**config.mk**
```make
export PLATFORM = sky130hd
export DESIGN_NAME = rs485_xcvr_flat
export DESIGN_NICKNAME = d
export VERILOG_FILES = /design/src/rtl/rs485_pkg.sv /design/src/rtl/rs485_xcvr_if.sv /design/src/rtl/rs485_bit_timer.sv /design/src/rtl/rs485_xcvr.sv /design/src/flat_wrapper.sv
export SDC_FILE = /design/constraint.sdc
export NUM_CORES = 1
export LEC_CHECK = 0
export ABC_AREA = 1
export CAP_MARGIN = 40
export CORE_MARGIN = 2
export CORE_UTILIZATION = 55
export DETAILED_ROUTE_END_ITERATION = 6
export PLACE_DENSITY = 0.75
export REMOVE_ABC_BUFFERS = 1
export SYNTH_ARGS = -nofsm -noshare
export SYNTH_HDL_FRONTEND = slang
export SYNTH_SLANG_ARGS = --single-unit
export TNS_END_PERCENT = 30
```
**constraint.sdc**
```tcl
create_clock -name sys_clk -period 3.7 [get_ports sys_clk]
set_input_delay 0.74 -clock sys_clk [delete_from_list [all_inputs] [get_ports sys_clk]]
set_output_delay 0.74 -clock sys_clk [all_outputs]
set_load 0.05 [all_outputs]
```
**src/rtl/rs485_pkg.sv**
```systemverilog
`default_nettype none
// ============================================================================
// Module   : rs485_pkg
// Brief    : Shared constants, FSM encodings and baud helper for rs485_xcvr.
// Revision : 1.0 - initial release
// ============================================================================
package rs485_pkg;

    localparam int PAR_NONE = 0;
    localparam int PAR_ODD  = 1;
    localparam int PAR_EVEN = 2;

    typedef enum logic [2:0] {
        TX_IDLE   = 3'd0,
        TX_START  = 3'd1,
        TX_DATA   = 3'd2,
        TX_PARITY = 3'd3,
        TX_STOP   = 3'd4,
        TX_GUARD  = 3'd5
    } tx_state_t;

    typedef enum logic [2:0] {
        RX_IDLE   = 3'd0,
        RX_START  = 3'd1,
        RX_DATA   = 3'd2,
        RX_PARITY = 3'd3,
        RX_STOP   = 3'd4
    } rx_state_t;

    function automatic int baud_cnt_max(input int clk_freq, input int uart_bps);
        return (clk_freq / uart_bps) - 1;
    endfunction

endpackage
`default_nettype wire

```
**src/rtl/rs485_xcvr_if.sv**
```systemverilog
`default_nettype none
// ============================================================================
// Module   : rs485_xcvr_if
// Brief    : Application handshake and line pins of the RS485 transceiver.
// Revision : 1.0 - initial release
// ============================================================================
interface rs485_xcvr_if #(
    parameter int DATA_W = 8
);
    logic [DATA_W-1:0] pi_data;
    logic              pi_flag;
    logic              tx_ready;
    logic              rx;
    logic              tx;
    logic              re;
    logic [DATA_W-1:0] po_data;
    logic              po_flag;
    logic              po_err;

    modport master (
        output pi_data, pi_flag, rx,
        input  tx_ready, tx, re, po_data, po_flag, po_err
    );

    modport slave (
        input  pi_data, pi_flag, rx,
        output tx_ready, tx, re, po_data, po_flag, po_err
    );
endinterface
`default_nettype wire

```
**src/rtl/rs485_bit_timer.sv**
```systemverilog
`default_nettype none
// ============================================================================
// Module   : rs485_bit_timer
// Brief    : Free-running bit-period counter with mid-bit and end-of-bit pulses.
// Revision : 1.0 - initial release
// ============================================================================
module rs485_bit_timer #(
    parameter int BAUD_CNT_MAX = 5207
) (
    input  logic clk,
    input  logic rst_n,
    input  logic start,
    input  logic clear,
    output logic mid_pulse,
    output logic end_pulse
);
    localparam int c_CNT_W = (BAUD_CNT_MAX < 1) ? 1 : $clog2(BAUD_CNT_MAX + 1);
    localparam logic [c_CNT_W-1:0] c_LAST = c_CNT_W'(BAUD_CNT_MAX);
    localparam logic [c_CNT_W-1:0] c_MID  = c_CNT_W'(BAUD_CNT_MAX / 2);
    localparam logic [c_CNT_W-1:0] c_ONE  = c_CNT_W'(1);

    logic [c_CNT_W-1:0] r_cnt;
    logic               r_run;

    // start wins over clear so a new frame can begin in the cycle the old one ends
    always_ff @(posedge clk or negedge rst_n) begin
        if (!rst_n) begin
            r_cnt <= '0;
            r_run <= 1'b0;
        end else if (start) begin
            r_cnt <= '0;
            r_run <= 1'b1;
        end else if (clear) begin
            r_cnt <= '0;
            r_run <= 1'b0;
        end else if (r_run) begin
            r_cnt <= (r_cnt == c_LAST) ? '0 : r_cnt + c_ONE;
        end
    end

    assign mid_pulse = r_run && (r_cnt == c_MID);
    assign end_pulse = r_run && (r_cnt == c_LAST);

endmodule
`default_nettype wire

```
**src/rtl/rs485_xcvr.sv**
```systemverilog
`default_nettype none
// ============================================================================
// Module   : rs485_xcvr
// Brief    : Half-duplex RS485 UART with parity, driver-enable and echo blanking.
// Revision : 1.0 - initial release
// ============================================================================
module rs485_xcvr
    import rs485_pkg::*;
#(
    parameter int CLK_FREQ  = 50_000_000,
    parameter int UART_BPS  = 9600,
    parameter int DATA_W    = 8,
    parameter int PARITY    = 0,
    parameter int STOP_BITS = 1,
    parameter int TURN_BITS = 1
) (
    input  logic           sys_clk,
    input  logic           sys_rst_n,
    rs485_xcvr_if.slave    bus
);
    localparam int         c_BAUD_CNT_MAX = baud_cnt_max(CLK_FREQ, UART_BPS);
    localparam logic [3:0] c_DATA_LAST    = 4'(DATA_W - 1);
    localparam logic [3:0] c_STOP_LAST    = 4'(STOP_BITS - 1);
    localparam logic [3:0] c_TURN_LAST    = 4'((TURN_BITS > 0) ? TURN_BITS - 1 : 0);
    localparam logic       c_ODD          = (PARITY == PAR_ODD);

    tx_state_t         r_tx_state;
    logic [DATA_W-1:0] r_tx_shift;
    logic              r_tx_par;
    logic [3:0]        r_tx_bit_cnt;
    logic              r_tx;
    logic              r_re;
    logic              r_tx_ready;

    rx_state_t         r_rx_state;
    logic              r_rx_s1;
    logic              r_rx_s2;
    logic              r_rx_d;
    logic              r_rx_armed;
    logic [DATA_W-1:0] r_rx_shift;
    logic [3:0]        r_rx_bit_cnt;
    logic              r_rx_par_err;
    logic [DATA_W-1:0] r_po_data;
    logic              r_po_flag;
    logic              r_po_err;

    logic w_tx_accept;
    logic w_tx_end;
    logic w_tx_mid_unused;
    logic w_rx_fall;
    logic w_rx_start;
    logic w_rx_mid;
    logic w_rx_end_unused;

    assign w_tx_accept = bus.pi_flag && (r_tx_state == TX_IDLE);
    // edges are ignored while driving and until the line has been seen idle again
    assign w_rx_fall   = r_rx_armed && r_rx_d && !r_rx_s2 && !r_re;
    assign w_rx_start  = w_rx_fall && (r_rx_state == RX_IDLE);

    rs485_bit_timer #(.BAUD_CNT_MAX(c_BAUD_CNT_MAX)) u_tx_timer (
        .clk       (sys_clk),
        .rst_n     (sys_rst_n),
        .start     (w_tx_accept),
        .clear     (r_tx_state == TX_IDLE),
        .mid_pulse (w_tx_mid_unused),
        .end_pulse (w_tx_end)
    );

    rs485_bit_timer #(.BAUD_CNT_MAX(c_BAUD_CNT_MAX)) u_rx_timer (
        .clk       (sys_clk),
        .rst_n     (sys_rst_n),
        .start     (w_rx_start),
        .clear     ((r_rx_state == RX_IDLE) || r_re),
        .mid_pulse (w_rx_mid),
        .end_pulse (w_rx_end_unused)
    );

    always_ff @(posedge sys_clk or negedge sys_rst_n) begin
        if (!sys_rst_n) begin
            r_tx_state   <= TX_IDLE;
            r_tx_shift   <= '0;
            r_tx_par     <= 1'b0;
            r_tx_bit_cnt <= '0;
            r_tx         <= 1'b1;
            r_re         <= 1'b0;
            r_tx_ready   <= 1'b1;
        end else begin
            case (r_tx_state)
                TX_IDLE: begin
                    if (w_tx_accept) begin
                        r_tx_state <= TX_START;
                        r_tx_shift <= bus.pi_data;
                        r_tx_par   <= (^bus.pi_data) ^ c_ODD;
                        r_tx       <= 1'b0;
                        r_re       <= 1'b1;
                        r_tx_ready <= 1'b0;
                    end
                end
                TX_START: begin
                    if (w_tx_end) begin
                        r_tx_state   <= TX_DATA;
                        r_tx         <= r_tx_shift[0];
                        r_tx_shift   <= r_tx_shift >> 1;
                        r_tx_bit_cnt <= '0;
                    end
                end
                TX_DATA: begin
                    if (w_tx_end) begin
                        if (r_tx_bit_cnt == c_DATA_LAST) begin
                            r_tx_bit_cnt <= '0;
                            if (PARITY != PAR_NONE) begin
                                r_tx_state <= TX_PARITY;
                                r_tx       <= r_tx_par;
                            end else begin
                                r_tx_state <= TX_STOP;
                                r_tx       <= 1'b1;
                            end
                        end else begin
                            r_tx_bit_cnt <= r_tx_bit_cnt + 4'd1;
                            r_tx         <= r_tx_shift[0];
                            r_tx_shift   <= r_tx_shift >> 1;
                        end
                    end
                end
                TX_PARITY: begin
                    if (w_tx_end) begin
                        r_tx_state   <= TX_STOP;
                        r_tx         <= 1'b1;
                        r_tx_bit_cnt <= '0;
                    end
                end
                TX_STOP: begin
                    if (w_tx_end) begin
                        if (r_tx_bit_cnt == c_STOP_LAST) begin
                            r_tx_bit_cnt <= '0;
                            if (TURN_BITS > 0) begin
                                r_tx_state <= TX_GUARD;
                            end else begin
                                r_tx_state <= TX_IDLE;
                                r_re       <= 1'b0;
                                r_tx_ready <= 1'b1;
                            end
                        end else begin
                            r_tx_bit_cnt <= r_tx_bit_cnt + 4'd1;
                        end
                    end
                end
                TX_GUARD: begin
                    if (w_tx_end) begin
                        if (r_tx_bit_cnt == c_TURN_LAST) begin
                            r_tx_state <= TX_IDLE;
                            r_re       <= 1'b0;
                            r_tx_ready <= 1'b1;
                        end else begin
                            r_tx_bit_cnt <= r_tx_bit_cnt + 4'd1;
                        end
                    end
                end
                default: begin
                    r_tx_state <= TX_IDLE;
                    r_tx       <= 1'b1;
                    r_re       <= 1'b0;
                    r_tx_ready <= 1'b1;
                end
            endcase
        end
    end

    always_ff @(posedge sys_clk or negedge sys_rst_n) begin
        if (!sys_rst_n) begin
            r_rx_s1    <= 1'b1;
            r_rx_s2    <= 1'b1;
            r_rx_d     <= 1'b1;
            r_rx_armed <= 1'b0;
        end else begin
            r_rx_s1    <= bus.rx;
            r_rx_s2    <= r_rx_s1;
            r_rx_d     <= r_rx_s2;
            r_rx_armed <= r_re ? 1'b0 : (r_rx_armed || r_rx_s2);
        end
    end

    always_ff @(posedge sys_clk or negedge sys_rst_n) begin
        if (!sys_rst_n) begin
            r_rx_state   <= RX_IDLE;
            r_rx_shift   <= '0;
            r_rx_bit_cnt <= '0;
            r_rx_par_err <= 1'b0;
            r_po_data    <= '0;
            r_po_flag    <= 1'b0;
            r_po_err     <= 1'b0;
        end else begin
            r_po_flag <= 1'b0;
            if (r_re) begin
                r_rx_state <= RX_IDLE;
            end else begin
                case (r_rx_state)
                    RX_IDLE: begin
                        if (w_rx_fall) begin
                            r_rx_state   <= RX_START;
                            r_rx_par_err <= 1'b0;
                        end
                    end
                    RX_START: begin
                        if (w_rx_mid) begin
                            r_rx_state   <= r_rx_s2 ? RX_IDLE : RX_DATA;
                            r_rx_bit_cnt <= '0;
                        end
                    end
                    RX_DATA: begin
                        if (w_rx_mid) begin
                            r_rx_shift <= {r_rx_s2, r_rx_shift[DATA_W-1:1]};
                            if (r_rx_bit_cnt == c_DATA_LAST) begin
                                r_rx_bit_cnt <= '0;
                                r_rx_state   <= (PARITY != PAR_NONE) ? RX_PARITY : RX_STOP;
                            end else begin
                                r_rx_bit_cnt <= r_rx_bit_cnt + 4'd1;
                            end
                        end
                    end
                    RX_PARITY: begin
                        if (w_rx_mid) begin
                            r_rx_par_err <= ((^r_rx_shift) ^ r_rx_s2) != c_ODD;
                            r_rx_state   <= RX_STOP;
                        end
                    end
                    RX_STOP: begin
                        // only the first stop bit is judged; a second one just looks idle
                        if (w_rx_mid) begin
                            r_po_data  <= r_rx_shift;
                            r_po_err   <= !r_rx_s2 || r_rx_par_err;
                            r_po_flag  <= 1'b1;
                            r_rx_state <= RX_IDLE;
                        end
                    end
                    default: r_rx_state <= RX_IDLE;
                endcase
            end
        end
    end

    assign bus.tx       = r_tx;
    assign bus.re       = r_re;
    assign bus.tx_ready = r_tx_ready;
    assign bus.po_data  = r_po_data;
    assign bus.po_flag  = r_po_flag;
    assign bus.po_err   = r_po_err;

endmodule
`default_nettype wire
```
**src/flat_wrapper.sv**
```systemverilog
// flat-port wrapper written by rule: the top's interface ports become plain ports
module rs485_xcvr_flat import rs485_pkg::*;
#(
    parameter int CLK_FREQ  = 50_000_000,
    parameter int UART_BPS  = 9600,
    parameter int DATA_W    = 8,
    parameter int PARITY    = 0,
    parameter int STOP_BITS = 1,
    parameter int TURN_BITS = 1
)
  (sys_clk, sys_rst_n, bus_pi_data, bus_pi_flag, bus_rx, bus_tx_ready, bus_tx, bus_re, bus_po_data, bus_po_flag, bus_po_err);
  rs485_xcvr_if #(.DATA_W(DATA_W)) bus_i ();
  input  logic sys_clk;
  input  logic sys_rst_n;
  input wire logic [$bits(bus_i.pi_data)-1:0] bus_pi_data;
  input wire logic [$bits(bus_i.pi_flag)-1:0] bus_pi_flag;
  input wire logic [$bits(bus_i.rx)-1:0] bus_rx;
  output wire logic [$bits(bus_i.tx_ready)-1:0] bus_tx_ready;
  output wire logic [$bits(bus_i.tx)-1:0] bus_tx;
  output wire logic [$bits(bus_i.re)-1:0] bus_re;
  output wire logic [$bits(bus_i.po_data)-1:0] bus_po_data;
  output wire logic [$bits(bus_i.po_flag)-1:0] bus_po_flag;
  output wire logic [$bits(bus_i.po_err)-1:0] bus_po_err;
  assign bus_i.pi_data = bus_pi_data;
  assign bus_i.pi_flag = bus_pi_flag;
  assign bus_i.rx = bus_rx;
  assign bus_tx_ready = bus_i.tx_ready;
  assign bus_tx = bus_i.tx;
  assign bus_re = bus_i.re;
  assign bus_po_data = bus_i.po_data;
  assign bus_po_flag = bus_i.po_flag;
  assign bus_po_err = bus_i.po_err;
  rs485_xcvr #(.CLK_FREQ(CLK_FREQ), .UART_BPS(UART_BPS), .DATA_W(DATA_W), .PARITY(PARITY), .STOP_BITS(STOP_BITS), .TURN_BITS(TURN_BITS)) u_core (.sys_clk(sys_clk), .sys_rst_n(sys_rst_n), .bus(bus_i));
endmodule
```
==> flow_summary.json <==
{
  "status": "finished clean",
  "grt_start_max_net_pins": 42,
  "rr_endpoint": "u_core.r_rx_bit_cnt[3]",
  "power_mw": 2.539,
  "nNetsFinal": 597,
  "grt_pass1_wl_um": 14970,
  "cts-htree-levels": 3,
  "drive_gt1_frac": 0.1009,
  "firstDrtPassIters": 5,
  "syn_inst": 547,
  "yosys_warnings": 0,
  "synthAdderAreaFrac": 0.01502,
  "via_per_inst": 5.187,
  "die_w_um": 91.03,
  "synthSimpleGateAreaFrac": 0.3427,
  "p_int_mw": 1.470,
  "finalHoldViolCount": 0,
  "core-area_um2": 7292,
  "fin_skew_ns": 0.01215,
  "p_sw_frac": 0.4212,
  "cts_resized": 0,
  "leakagePower_nw": 2.302,
  "cts_buffers": 9,
  "synth-seq-area-share": 0.4581,
  "cp_max_fo": 2,
  "drt-total-wl_um": 8247,
  "antenna_found_initial": 0,
  "fp.dieH_um": 91.03,
  "worstRegToRegCells": 10,
  "cts_tree": "yes",
  "final_util": 0.6441,
  "async_reset_ff_frac": 1.000,
  "dieArea_um2": 8286,
  "crit_slowest_cell": "clkdlybuf4s50_1",
  "vias": 3548,
  "reg2reg_from": "u_core.u_rx_timer.r_cnt[0]",
  "first_global_vias": 3366,
  "dr.first_iter.drc_count": 125,
  "grt_usage": 0.2172,
  "io_pins": 25,
  "crit_arrival_ns": 1.68,
  "peakVddDrop_v": 0.0005252,
  "root_buffer": "clkbuf_8",
  "synth_most_common_cell": "nand2_1",
  "synth_top_family_by_area": "simple AND/OR/NAND/NOR gates",
  "synth-xor-area-share": 0.02734,
  "synthFlopType": "dfrtp_1",
  "crit_start": "u_core.bus.tx",
  "port_buffers": 24,
  "setup_viol": 0,
  "gp_congestion": 0.9018,
  "overflow": 0,
  "cp-end-kind": "output port",
  "clock_sinks": 76,
  "slew_headroom": 0.6685,
  "pwr-share-seq": 0.408,
  "routedWlPerCell_um": 12.06,
  "required_ns": 2.96,
  "clk_pin_slew_worst_paths_ns": 0.09,
  "critical_path_buf_inv_count": 1,
  "power.switching_mw": 1.069,
  "cap_violations": 0,
  "cts.path.max_buffers": 2,
  "dp.final_hpwl_um": 5906,
  "netlist_area_um2": 4165,
  "pwr-share-clk": 0.234,
  "drc_errors": 0,
  "setup_tns_ns": 0,
  "crit_family": "buffers and inverters",
  "max_stage_delay_ns": 0.79,
  "synth_commonest_cells": "nand2_1 (177), dfrtp_1 (71), inv_1 (64), nand3_1 (54), nor2_1 (43)",
  "synthDominantCellAreaShare": 0.4266,
  "syn_to_final_growth_pct": 12.77,
  "synth_top_area_cell": "dfrtp_1",
  "muxShareOfSynthArea": 0,
  "hold_class": "in2async",
  "path_cells": "clkdlybuf4s50_1",
  "synth.area.top_cells": "dfrtp_1 (43%), nand2_1 (16%), nand3_1 (6.5%)",
  "insertion_delay_ns": 0.36,
  "synth.avg_cell_area_um2": 7.615,
  "rrSetupSlack_ns": 1.65,
  "drv_slew": 0,
  "hold_buffers": 0,
  "tightest_slew_ns": 0.4957,
  "crit_end": "bus_tx",
  "initial_core_util": 0.5712,
  "cp_num_cells": 1,
  "path_class": "reg2out",
  "antenna_cells": 0,
  "row_count": 31,
  "fmax_mhz": 413.5,
  "startpoint_type": "flop",
  "post-cts-setup-buffers": 0,
  "synth_cell_types": 34,
  "antenna_left": 0,
  "ys_ff_latch": 76,
  "period_needed_ns": 2.418,
  "synth_edf_count": 0,
  "combPwrFrac": 0.358,
  "synth-compound-area-share": 0.08561,
  "rsz0062_at_grt": "false",
  "post-route-period-util": 0.6536,
  "p_per_area_nw_per_um2": 540.6
}
[sequential cells by signal (all words and copies together), names as in the netlist]
name,cells
u_core.u_rx_timer.r_cnt,13
u_core.u_tx_timer.r_cnt,13
u_core.bus.po_data,8
u_core.r_rx_shift,8
u_core.r_tx_shift,8
u_core.r_rx_bit_cnt,4
u_core.r_tx_bit_cnt,4
u_core.r_rx_state,3
u_core.r_tx_state,3
u_core.bus.po_err,1
u_core.bus.po_flag,1
u_core.bus.re,1
u_core.bus.tx,1
u_core.bus.tx_ready,1
u_core.r_rx_armed,1
u_core.r_rx_d,1
u_core.r_rx_par_err,1
u_core.r_rx_s1,1
u_core.r_rx_s2,1
u_core.u_rx_timer.r_run,1
u_core.u_tx_timer.r_run,1
[worst reg2reg max path, stage by stage (launching register included)]
cell,delay (ns)
dfrtp_1,0.43
ha_1,0.19
inv_1,0.07
nor3_2,0.16
nand2_1,0.14
nor2_4,0.17
nand3_2,0.33
nand2_2,0.23
inv_1,0.09
nand2_1,0.07
nand2_1,0.05
[power by group through the flow]
| stage | clock (mW) | sequential [mW] | combinational, mW |
|---|---|---|---|
| final | 0.593 | 1.04 | 0.909 |
| after global routing | 0.647 | 1.05 | 1.04 |
| after CTS | 0.609 | 1.04 | 0.909 |
| after detailed placement | 0 | 1.05 | 0.905 |
| after global placement | 0 | 1.05 | 0.890 |
| after floorplan | 0 | 1.09 | 0.628 |
[logic make-up after synthesis]
group | count (synthesis)
xor gates and xnor gates | 13
DFF | 76
and+or+nand+nor | 320
adders and majority gates | 5
buffers and inverters | 73
AOI/OAI and AO/OA | 60
[how the worst min path moves through the flow]
stage	end	slack [ns]	cells after the start
final	u_core.u_rx_timer.r_cnt[5]	0.32	1
after detailed placement	u_core.r_rx_s2	0.35	0
after global placement	u_core.r_rx_s2	0.36	0
after global routing	u_core.r_rx_s2	0.36	0
after CTS	u_core.u_rx_timer.r_cnt[5]	0.34	1
after floorplan	u_core.r_rx_s2	0.35	0
[routing by layer]
| layer | up-vias | wire (um) | GRT usage |
|---|---|---|---|
| met5 | - | 0 | 0 |
| met4 | 0 | 130 | 0.06944 |
| met3 | 15 | 307 | 0.03817 |
| met2 | 71 | 3798 | 0.3500 |
| met1 | 1647 | 4010 | 0.2993 |
| li1 | 1815 | - | - |
[final cells by class]
type / instances / area, um2
Inverter: 70 / 265.3
Sequential cell: 76 / 1908
Clock inverter: 7 / 57.56
Clock buffer: 9 / 123.9
Fill cell: 666 / 2595
Multi-Input combinational cell: 398 / 1961
Tap cell: 99 / 123.9
Timing Repair Buffer: 25 / 257.7
[per-stage QoR]
stage	setup slack (ns)	hold slack, ns	cell area, um2	instances
floorplan	2.016	0.3452	4134	544
global placement	1.657	0.3569	4496	667
detailed placement	1.616	0.3475	4516	668
CTS	1.262	0.3392	4697	684
global route	1.237	0.3571	4697	684
finish	1.282	0.3168	4697	684
[layout by cell type (no fill, tap or decap), types with 6 or more instances in the layout]
cell | synthesis | routed
clkbuf_8 | 0 | 9
o21ai_1 | 8 | 8
clkdlybuf4s50_1 | 0 | 23
nand4_1 | 6 | 6
dfrtp_1 | 71 | 71
inv_1 | 64 | 64
xor2_1 | 9 | 9
nand3b_1 | 6 | 6
nor3_1 | 14 | 14
nand3_1 | 54 | 54
nor2_1 | 43 | 43
a21oi_1 | 11 | 11
o21ai_2 | 9 | 9
nand2_2 | 6 | 6
nand2_1 | 177 | 177
o21ai_0 | 23 | 23
Note: power is estimated with default switching activity, not from simulation.
